File: src/rtl/at25010_responder.sv
// AT25010-style SPI-slave EEPROM emulator: 128x8 array, status register, WEN latch, timed write cycle.
// Optional macro BLOCK_PROTECT_EN makes BP1:BP0 discard page writes into the protected region.
module at25010_responder #(
  parameter int MEM_DEPTH    = 128,
  parameter int PAGE_SIZE    = 8,
  parameter int WRITE_CYCLES = 500,
  parameter int SYNC_STAGES  = 2
) (
  input  logic       clk,
  input  logic       rst_n,
  input  logic       spi_cs_n,
  input  logic       spi_sclk,
  input  logic       spi_mosi,
  output logic       spi_miso,
  output logic       spi_miso_oe,
  output logic       write_busy,
  output logic [7:0] status_q
);

  localparam int AW  = $clog2(MEM_DEPTH);
  localparam int CW  = $clog2(PAGE_SIZE);
  localparam int WCW = $clog2(WRITE_CYCLES + 1);

  localparam logic [2:0] OP_WRSR  = 3'b001;
  localparam logic [2:0] OP_WRITE = 3'b010;
  localparam logic [2:0] OP_READ  = 3'b011;
  localparam logic [2:0] OP_WRDI  = 3'b100;
  localparam logic [2:0] OP_RDSR  = 3'b101;
  localparam logic [2:0] OP_WREN  = 3'b110;

  typedef enum logic [2:0] {
    ST_IDLE, ST_CMD, ST_ADDR, ST_RD_DATA, ST_WR_DATA, ST_RD_STATUS, ST_WR_STATUS, ST_IGNORE
  } state_t;

  state_t                 r_state, w_next;
  logic [SYNC_STAGES-1:0] r_cs_sync, r_sclk_sync, r_mosi_sync;
  logic                   r_cs_d, r_sclk_d;
  logic [2:0]             r_bit_cnt;
  logic [1:0]             r_byte_cnt;
  logic [6:0]             r_shift;
  logic [2:0]             r_op;
  logic                   r_op_ok;
  logic [AW-1:0]          r_addr;
  logic [7:0]             r_tx;
  logic                   r_miso, r_fresh;
  logic [1:0]             r_wrsr_bp;
  logic [7:0]             r_pbuf [PAGE_SIZE];
  logic [PAGE_SIZE-1:0]   r_pvalid;
  logic [7:0]             r_mem [MEM_DEPTH];
  logic                   r_nrdy, r_wen;
  logic [1:0]             r_bp;
  logic [WCW-1:0]         r_wcnt;

  logic          w_cs, w_sclk, w_mosi;
  logic          w_sclk_rise, w_sclk_fall, w_cs_rise, w_cs_fall;
  logic          w_byte_done;
  logic [7:0]    w_byte, w_status, w_mem_byte, w_mem_next;
  logic [2:0]    w_op;
  logic          w_op_allowed;
  logic [AW-1:0] w_addr_inc;
  logic [AW-CW-1:0] w_page;
  logic          w_do_wren, w_do_wrdi, w_do_wrsr, w_do_write, w_commit, w_protected;
  logic          w_miso_oe;

  // Synchronizers and edge detectors; CS idles high so no spurious fall leaves reset.
  always_ff @(posedge clk or negedge rst_n) begin
    if (!rst_n) begin
      r_cs_sync   <= '1;
      r_sclk_sync <= '0;
      r_mosi_sync <= '0;
      r_cs_d      <= 1'b1;
      r_sclk_d    <= 1'b0;
    end else begin
      r_cs_sync   <= {r_cs_sync[SYNC_STAGES-2:0], spi_cs_n};
      r_sclk_sync <= {r_sclk_sync[SYNC_STAGES-2:0], spi_sclk};
      r_mosi_sync <= {r_mosi_sync[SYNC_STAGES-2:0], spi_mosi};
      r_cs_d      <= w_cs;
      r_sclk_d    <= w_sclk;
    end
  end

  assign w_cs        = r_cs_sync[SYNC_STAGES-1];
  assign w_sclk      = r_sclk_sync[SYNC_STAGES-1];
  assign w_mosi      = r_mosi_sync[SYNC_STAGES-1];
  assign w_sclk_rise = w_sclk & ~r_sclk_d;
  assign w_sclk_fall = ~w_sclk & r_sclk_d;
  assign w_cs_rise   = w_cs & ~r_cs_d;
  assign w_cs_fall   = ~w_cs & r_cs_d;

  assign w_byte       = {r_shift, w_mosi};
  assign w_byte_done  = ~w_cs & w_sclk_rise & (r_bit_cnt == 3'd7);
  assign w_op         = w_byte[2:0];
  assign w_op_allowed = (w_byte[7:4] == 4'h0) && (w_op != 3'b000) && (w_op != 3'b111) &&
                        (!r_nrdy || (w_op == OP_RDSR));
  assign w_status     = {4'h0, r_bp, r_wen, r_nrdy};
  assign w_addr_inc   = r_addr + AW'(1);
  assign w_mem_byte   = r_mem[w_byte[AW-1:0]];
  assign w_mem_next   = r_mem[w_addr_inc];
  assign w_page       = r_addr[AW-1:CW];

  // FSM: state register
  always_ff @(posedge clk or negedge rst_n) begin
    if (!rst_n) r_state <= ST_IDLE;
    else        r_state <= w_next;
  end

  // FSM: next state; CS high always wins over any SCLK activity
  always_comb begin
    w_next = r_state;
    if (w_cs) begin
      w_next = ST_IDLE;
    end else begin
      case (r_state)
        ST_IDLE: if (w_cs_fall) w_next = ST_CMD;
        ST_CMD: if (w_byte_done) begin
          if (!w_op_allowed)                          w_next = ST_IGNORE;
          else if (w_op == OP_RDSR)                   w_next = ST_RD_STATUS;
          else if (w_op == OP_WRSR && r_wen)          w_next = ST_WR_STATUS;
          else if (w_op == OP_READ || w_op == OP_WRITE) w_next = ST_ADDR;
          else                                        w_next = ST_IGNORE;
        end
        ST_ADDR:      if (w_byte_done) w_next = (r_op == OP_READ) ? ST_RD_DATA : ST_WR_DATA;
        ST_WR_STATUS: if (w_byte_done) w_next = ST_IGNORE;
        default:      w_next = r_state;
      endcase
    end
  end

  // FSM: outputs and CS-rise actions (exact bit counts qualify each command)
  always_comb begin
    w_miso_oe  = (r_state == ST_RD_DATA) || (r_state == ST_RD_STATUS);
    w_do_wren  = w_cs_rise && r_op_ok && (r_op == OP_WREN) && (r_byte_cnt == 2'd1) && (r_bit_cnt == 3'd0);
    w_do_wrdi  = w_cs_rise && r_op_ok && (r_op == OP_WRDI) && (r_byte_cnt == 2'd1) && (r_bit_cnt == 3'd0);
    w_do_wrsr  = w_cs_rise && r_op_ok && (r_op == OP_WRSR) && r_wen &&
                 (r_byte_cnt == 2'd2) && (r_bit_cnt == 3'd0);
    w_do_write = w_cs_rise && r_op_ok && (r_op == OP_WRITE) && r_wen &&
                 (r_byte_cnt == 2'd3) && (r_bit_cnt == 3'd0);
    w_commit   = w_do_write && !w_protected;
  end

`ifdef BLOCK_PROTECT_EN
  always_comb begin
    case (r_bp)
      2'b01:   w_protected = (r_addr >= AW'(MEM_DEPTH * 3 / 4));
      2'b10:   w_protected = (r_addr >= AW'(MEM_DEPTH / 2));
      2'b11:   w_protected = 1'b1;
      default: w_protected = 1'b0;
    endcase
  end
`else
  assign w_protected = 1'b0;
`endif

  // Bit/byte counting, command capture, page buffering and MISO shifting
  always_ff @(posedge clk or negedge rst_n) begin
    if (!rst_n) begin
      r_bit_cnt  <= '0;
      r_byte_cnt <= '0;
      r_shift    <= '0;
      r_op       <= '0;
      r_op_ok    <= 1'b0;
      r_addr     <= '0;
      r_tx       <= '0;
      r_miso     <= 1'b0;
      r_fresh    <= 1'b0;
      r_wrsr_bp  <= '0;
      r_pvalid   <= '0;
      for (int i = 0; i < PAGE_SIZE; i++) r_pbuf[i] <= '0;
    end else if (w_cs) begin
      r_bit_cnt  <= '0;
      r_byte_cnt <= '0;
      r_fresh    <= 1'b0;
    end else if (w_sclk_rise) begin
      r_shift   <= w_byte[6:0];
      r_bit_cnt <= r_bit_cnt + 3'd1;
      if (r_bit_cnt == 3'd7 && r_byte_cnt != 2'd3) r_byte_cnt <= r_byte_cnt + 2'd1;
      if (r_bit_cnt == 3'd7) begin
        case (r_state)
          ST_CMD: begin
            r_op    <= w_op;
            r_op_ok <= w_op_allowed;
            if (w_op_allowed && w_op == OP_RDSR) begin
              r_tx    <= w_status;
              r_miso  <= w_status[7];
              r_fresh <= 1'b1;
            end
          end
          ST_ADDR: begin
            r_addr <= w_byte[AW-1:0];
            if (r_op == OP_READ) begin
              r_tx    <= w_mem_byte;
              r_miso  <= w_mem_byte[7];
              r_fresh <= 1'b1;
            end else begin
              r_pvalid <= '0;
            end
          end
          ST_WR_DATA: begin
            r_pbuf[r_addr[CW-1:0]]   <= w_byte;
            r_pvalid[r_addr[CW-1:0]] <= 1'b1;
            r_addr[CW-1:0]           <= r_addr[CW-1:0] + CW'(1);
          end
          ST_WR_STATUS: r_wrsr_bp <= w_byte[3:2];
          default: ;
        endcase
      end
    end else if (w_sclk_fall && w_miso_oe) begin
      // The fall right after a rise-time load keeps bit 7 on the line
      if (r_fresh) begin
        r_fresh <= 1'b0;
      end else if (r_bit_cnt == 3'd0) begin
        if (r_state == ST_RD_DATA) begin
          r_addr <= w_addr_inc;
          r_tx   <= w_mem_next;
          r_miso <= w_mem_next[7];
        end else begin
          r_tx   <= w_status;
          r_miso <= w_status[7];
        end
      end else begin
        r_tx   <= {r_tx[6:0], 1'b0};
        r_miso <= r_tx[6];
      end
    end
  end

  // Status register and write-cycle timer
  always_ff @(posedge clk or negedge rst_n) begin
    if (!rst_n) begin
      r_nrdy <= 1'b0;
      r_wen  <= 1'b0;
      r_bp   <= '0;
      r_wcnt <= '0;
    end else begin
      if (r_nrdy) begin
        if (r_wcnt == WCW'(1)) r_nrdy <= 1'b0;
        r_wcnt <= r_wcnt - WCW'(1);
      end
      if (w_do_wren) r_wen <= 1'b1;
      if (w_do_wrdi) r_wen <= 1'b0;
      if (w_do_wrsr) begin
        r_bp   <= r_wrsr_bp;
        r_wen  <= 1'b0;
        r_nrdy <= 1'b1;
        r_wcnt <= WCW'(WRITE_CYCLES);
      end
      if (w_do_write) r_wen <= 1'b0;
      if (w_commit) begin
        r_nrdy <= 1'b1;
        r_wcnt <= WCW'(WRITE_CYCLES);
      end
    end
  end

  // Storage array; only columns touched by the page write are committed
  always_ff @(posedge clk or negedge rst_n) begin
    if (!rst_n) begin
      for (int i = 0; i < MEM_DEPTH; i++) r_mem[i] <= 8'hFF;
    end else if (w_commit) begin
      for (int c = 0; c < PAGE_SIZE; c++)
        if (r_pvalid[c]) r_mem[{w_page, CW'(c)}] <= r_pbuf[c];
    end
  end

  assign spi_miso    = w_miso_oe ? r_miso : 1'b0;
  assign spi_miso_oe = w_miso_oe;
  assign write_busy  = r_nrdy;
  assign status_q    = w_status;

endmodule

File: config.mk
export PLATFORM = sky130hd
export DESIGN_NAME = at25010_responder
export DESIGN_NICKNAME = d
export VERILOG_FILES = /design/src/rtl/at25010_responder.sv
export SDC_FILE = /design/constraint.sdc
export NUM_CORES = 2
export LEC_CHECK = 0
export CORE_MARGIN = 2
export CORE_UTILIZATION = 38
export CTS_CLUSTER_SIZE = 20
export DETAILED_ROUTE_END_ITERATION = 16
export GPL_ROUTABILITY_DRIVEN = 0
export PLACE_DENSITY = 0.55
export SYNTH_ARGS = -nofsm -noshare
export SYNTH_HDL_FRONTEND = slang
export SYNTH_SLANG_ARGS = --single-unit
File: constraint.sdc
create_clock -name clk -period 4.03 [get_ports clk]
set_input_delay 0.6045 -clock clk [delete_from_list [all_inputs] [get_ports clk]]
set_output_delay 0.6045 -clock clk [all_outputs]
set_load 0.05 [all_outputs]
# == Yosys cells after proc, flatten, opt, wreduce, memory -nomap -nowiden ==
# Index checks and enable logic that the tools add are counted.
# totals
ff_bits,1154
inputBits,5
wordCells,419
# classes
addsub,5
magnitude_cmp,22
eq_ne,38
n_mux,113
bitwise_logic,22
n_reduce_logical,61
# op_table
operator,n
$mux 1024,15
$bwmux 1024,8
$demux 8 s7,8
$bmux 8 s7,2
$mux 8,14
$mux 7,14
$ge 8x8->1 const B,10
$not 7->8,10
$bwmux 64,1
$lt 8x1->1 const B,8
$mux 3,12
$logic_and 1x1->1,32
$mux 9,3
$demux 8 s3,1
$mux 1,24
$eq 3x3->1 const B,7
$ne 3x3->1 const B,7
$reduce_and 7->1,3
$eq 3x2->1 const B,6
$pmux 8 s2,1
$reduce_and 5->1,3
$pmux 7 s2,1
$pmux 3 s4,1
$reduce_and 4->1,3
36 further kinds,67

# == Logic depth before layout (Yosys ltp) ==
# logic_depth
depth_word,28
ltp_mapped,13

# == Worst setup path after synthesis ==
# Ideal clock, no wire load.
# synth_path
kind,reg-to-reg
startpoint,register r_addr[1]
endpoint,register r_tx[3]
setup_ns,0.133
t_arrival_ns,2.886
required_ns,3.897
setup_slack_ns,1.011
stages_incl_launch_ff,11
period_less_slack_ns,3.019
cell_sequence,dfrtp_1 > ha_1 > buf_2 > clkbuf_1 > clkbuf_1 > mux4_2 > mux4_2 > mux2i_1 > o22ai_1 > a221oi_1 > o22ai_1
# synth_via
elab_chain_cells,10
# synth_lines
item,line,rtl
start: declaration,43,logic [AW-1:0] r_addr;
start signal: assignment,189,r_addr <= w_byte[AW-1:0];
start signal: indexed assignment,201,r_addr[CW-1:0] <= r_addr[CW-1:0] + CW'(1);
start signal: assignment,213,r_addr <= w_addr_inc;
$add 7x1->7,96,assign w_addr_inc = r_addr + AW'(1);
$not 7->8 (not written as such),98,assign w_mem_next = r_mem[w_addr_inc];
$bmux 8 s7,98,
$mux 8 (not written as such) (2 in a row),98,
$mux 7,212,if (r_state == ST_RD_DATA) begin
$mux 7,211,end else if (r_bit_cnt == 3'd0) begin
$mux 7,209,if (r_fresh) begin
$mux 7,207,end else if (w_sclk_fall && w_miso_oe) begin
$mux 7,173,end else if (w_sclk_rise) begin
end signal: assignment,183,r_tx <= w_status;
end signal: assignment,214,r_tx <= w_mem_next;
end signal: assignment,217,r_tx <= w_status;
end: declaration,44,logic [7:0] r_tx;
# No other way between the ends. The select of a mux whose other input is x is not followed.
# A chain may end at the register's enable or synchronous reset.

# == Worst setup path after layout ==
# layout_path
startpoint,register r_addr[4]
endpoint,register r_tx[2]
# Same word-level chain as after synthesis.

==> impl_metrics.ini <==
[yosys]
synthDominantCellAreaShare = 0.435
synth_area_per_cell_um2 = 15.3
number_of_enable_type_register_cells_in_the_synthesized_netlist = 0
synth.largest_area_cell = dfstp_2
synthesis.instances = 4053
yosys_register_bits = 1154
yosys_most_used_dff = dfstp_2
synth.top_cells.by_area = dfstp_2, mux4_2, mux2_2, dfrtp_1, nand2_1
ys_async_sr_fraction = 1.00
mappedNetlistArea_um2 = 62000
seq_area_frac_synth = 0.487
synth-warning-count = 0
yosys.cell_types.count = 82

[detailed_routing]
drtPass1Iterations = 14
route.detailed.wl_per_inst_um = 40.2
via_density_per_instance = 6.66
drtAntennaViolNets = 0
route.final.wire_length_um = 260000
drt-initial-drc-count = 5721
vias = 43100
drcViolationCount = 0

[global_routing]
largest_net_degree_at_the_start_of_global_routing = 121
vias_in_the_first_global_route = 42300
first_pass_grt_wire_length_um = 361000
grt_overflow_total = 0
groute.usage.overall = 0.312
grt_antenna_before_repair = 38

[worst_setup_path]
worst_ep_required_time_ns = 4.68
crit_path_start_kind = flop
critPathArrivalTime_ns = 4.62
reg2reg_to = r_tx[2]
worst-r2r-cell-count = 7
timing_worst_setup_path_type = flop to flop
timing.rr.start = r_addr[4]
critPathCaptureType = flop
critical_path_peak_fanout = 14
r2r_slack_ns = 0.06

[timing]
timing.hold.ws_ns = 0.222
skew_ns = 0.0308
finalSetupViolCount = 0
final.period_utilization = 0.986
grt_setup_unrepaired = false
timing.final.max_slew_violations = 13
finalSetupTns_ns = 0
timing.fmax_mhz = 252
timing_worst_slew_pin_value_ns = 1.52
layout_min_cycle_time_ns = 3.97
timing.slew.headroom = -0.0162
final_hold_viol_count = 0
layout_setup_ws_ns = 0.0559

[floorplan]
chipHeight_um = 408
ioPinCount = 16
placementRows = 148
die_boundary_width_um = 408
die_area_um2 = 166000
area_of_the_core_region_um2 = 162000
floorplan.initialDensity = 0.382

[power_and_ir_drop]
max-vdd-ir-drop_mv = 0.425
power.leakage_uw = 0.0274
power_per_cell_area_nw_per_um2 = 382
p_total_uw = 27000

[clocking]
cts_buffer_count = 138
clock_tree.root_cell = clkbuf_16
htree_num_levels = 4
tritoncts = done
cts_num_sinks = 1154
post_cts_resize_count = 0
postCtsSetupRepairBufs = 0
ctsHoldBuffers = 1
worst_setup_hold_path_clk_slew_ns = 0.06
clock_tree.buffer_depth = 3
clk_latency_ns = 0.81

[status]
failed_checks = capacitance limit, slew limit
run_status = complete, but fails checks

[place]
dp.cells = 6206
buffer_ports.inserted = 11
place.detailed.hpwl_um = 174000
detailedPlace.worstSlack_ns = 0.280

[finish]
layoutNonFillerInstCount = 6480
fill_cells = 14600
layout-area-overhead-vs-synth_pct = 14.0
fin_nets = 4186
layout-drive-gt1-share = 0.748

[min_path]
hold_path.startpoint = spi_cs_n
min-delay-path-class = input pin to flop
worst_hold_path.num_cells = 1
worstHoldEndpoint = r_cs_sync[0]

[run]
max_cap_viol_count = 1
==> Yosys cell counts (6+ instances only) <==
master,number
a21oi_1,32
mux4_2,571
ha_1,9
nor3_1,36
nand3_1,39
dfstp_2,1027
nor2b_1,15
nand4_1,16
inv_1,9
a221oi_1,12
o21ai_0,61
dfrtp_1,127
buf_6,10
o22ai_1,12
o211ai_1,12
nor4_1,8
o2111ai_1,7
buf_2,61
a32oi_1,9
or3_1,10
mux2i_1,50
and2_1,20
nand2_1,316
clkbuf_1,163
nor2_1,81
a211oi_1,17
mux2_1,26
buf_1,17
nand2_2,13
a2111oi_0,6
nand2b_1,18
a31oi_1,15
xnor2_1,9
a22oi_1,13
buf_4,52
mux2_2,1063
==> how the worst max path moves through the flow <==
stage	from	endpoint	slack (ns)	cells past startpoint
6_report	r_addr[4]	r_tx[2]	0.06	7
5_1_grt	r_addr[4]	r_tx[6]	0.14	7
4_1_cts	r_mosi_sync[1]	r_tx[2]	0.28	9
3_5_place_dp	r_mosi_sync[1]	r_tx[2]	0.28	9
3_3_place_gp	r_mosi_sync[1]	r_tx[2]	0.34	9
2_1_floorplan	r_addr[1]	r_tx[3]	1.01	10
==> cell families after synthesis <==
kind of cell	share of synthesized area
buffers and inverters	0.0247
xor gates and xnor gates	0.00210
DFF	0.487
other	0.0000605
muxes	0.413
AOI/OAI and AO/OA	0.0277
and+or+nand+nor	0.0438
adders and majority gates	0.00182
==> report_power, final <==
part	switching [uW]	total (uW)	internal, uW	leakage, uW
logic	1630	2360	727	0.0128
registers	119	11800	11700	0.0123
clock network	5430	12900	7450	0.00231
==> stage by stage <==
stage	cell area, um2	utilization
6_report	70700	0.435
5_1_grt	70600	0.435
4_1_cts	70600	0.435
3_5_place_dp	66000	0.406
3_3_place_gp	66000	0.406
2_1_floorplan	62000	-
==> state kept, by name (all words and copies together), names as in the netlist, 2 cells and up <==
register	cells
r_state	3
r_sclk_sync	2
r_bp	2
r_shift	7
r_byte_cnt	2
r_wrsr_bp	2
r_mosi_sync	2
r_cs_sync	2
r_mem	1024
r_tx	7
r_wcnt	9
r_op	3
r_addr	7
r_pvalid	8
r_pbuf	64
r_bit_cnt	3
==> layout make-up <==
type	instances	area [um2]	area share
tap	2175	2720	0.0385
sequential	1154	30200	0.427
inverter	13	50.0	0.000708
clock buffer	200	4100	0.0580
timing repair buffer	279	2660	0.0376
antenna	21	52.6	0.000744
clock inverter	52	523	0.00740
multi-input combinational	2586	30400	0.430
==> layout by cell type, fill, tap and decap left out, types with 31 or more instances in the layout <==
cell	n
buf_12	42
o21ai_0	61
mux4_2	571
mux2i_1	50
dfstp_2	1027
nand2_1	316
clkbuf_8	31
nor3_1	35
dfrtp_1	109
clkinv_2	32
buf_4	225
nor2_1	80
clkbuf_16	143
a21oi_1	32
mux2_2	1063
nand3_1	39
==> layer usage <==
metal | vias to the layer above | routed length, um | global-route usage
met5 | - | 274 | 0.00862
met4 | 8 | 18100 | 0.187
met3 | 721 | 28000 | 0.0930
met2 | 2842 | 111000 | 0.445
met1 | 23600 | 102000 | 0.417
li1 | 16000 | - | -
==> critical path, stage by stage (launching register included) <==
cell and delay (ns):
dfrtp_1 0.72, nand2_1 0.39, o21ai_0 0.96, nand2_1 0.49
nor2_1 0.48, nand4_1 0.44, o2111ai_1 0.20, o311ai_1 0.12
No activity file was read; power rests on OpenSTA's default activity.
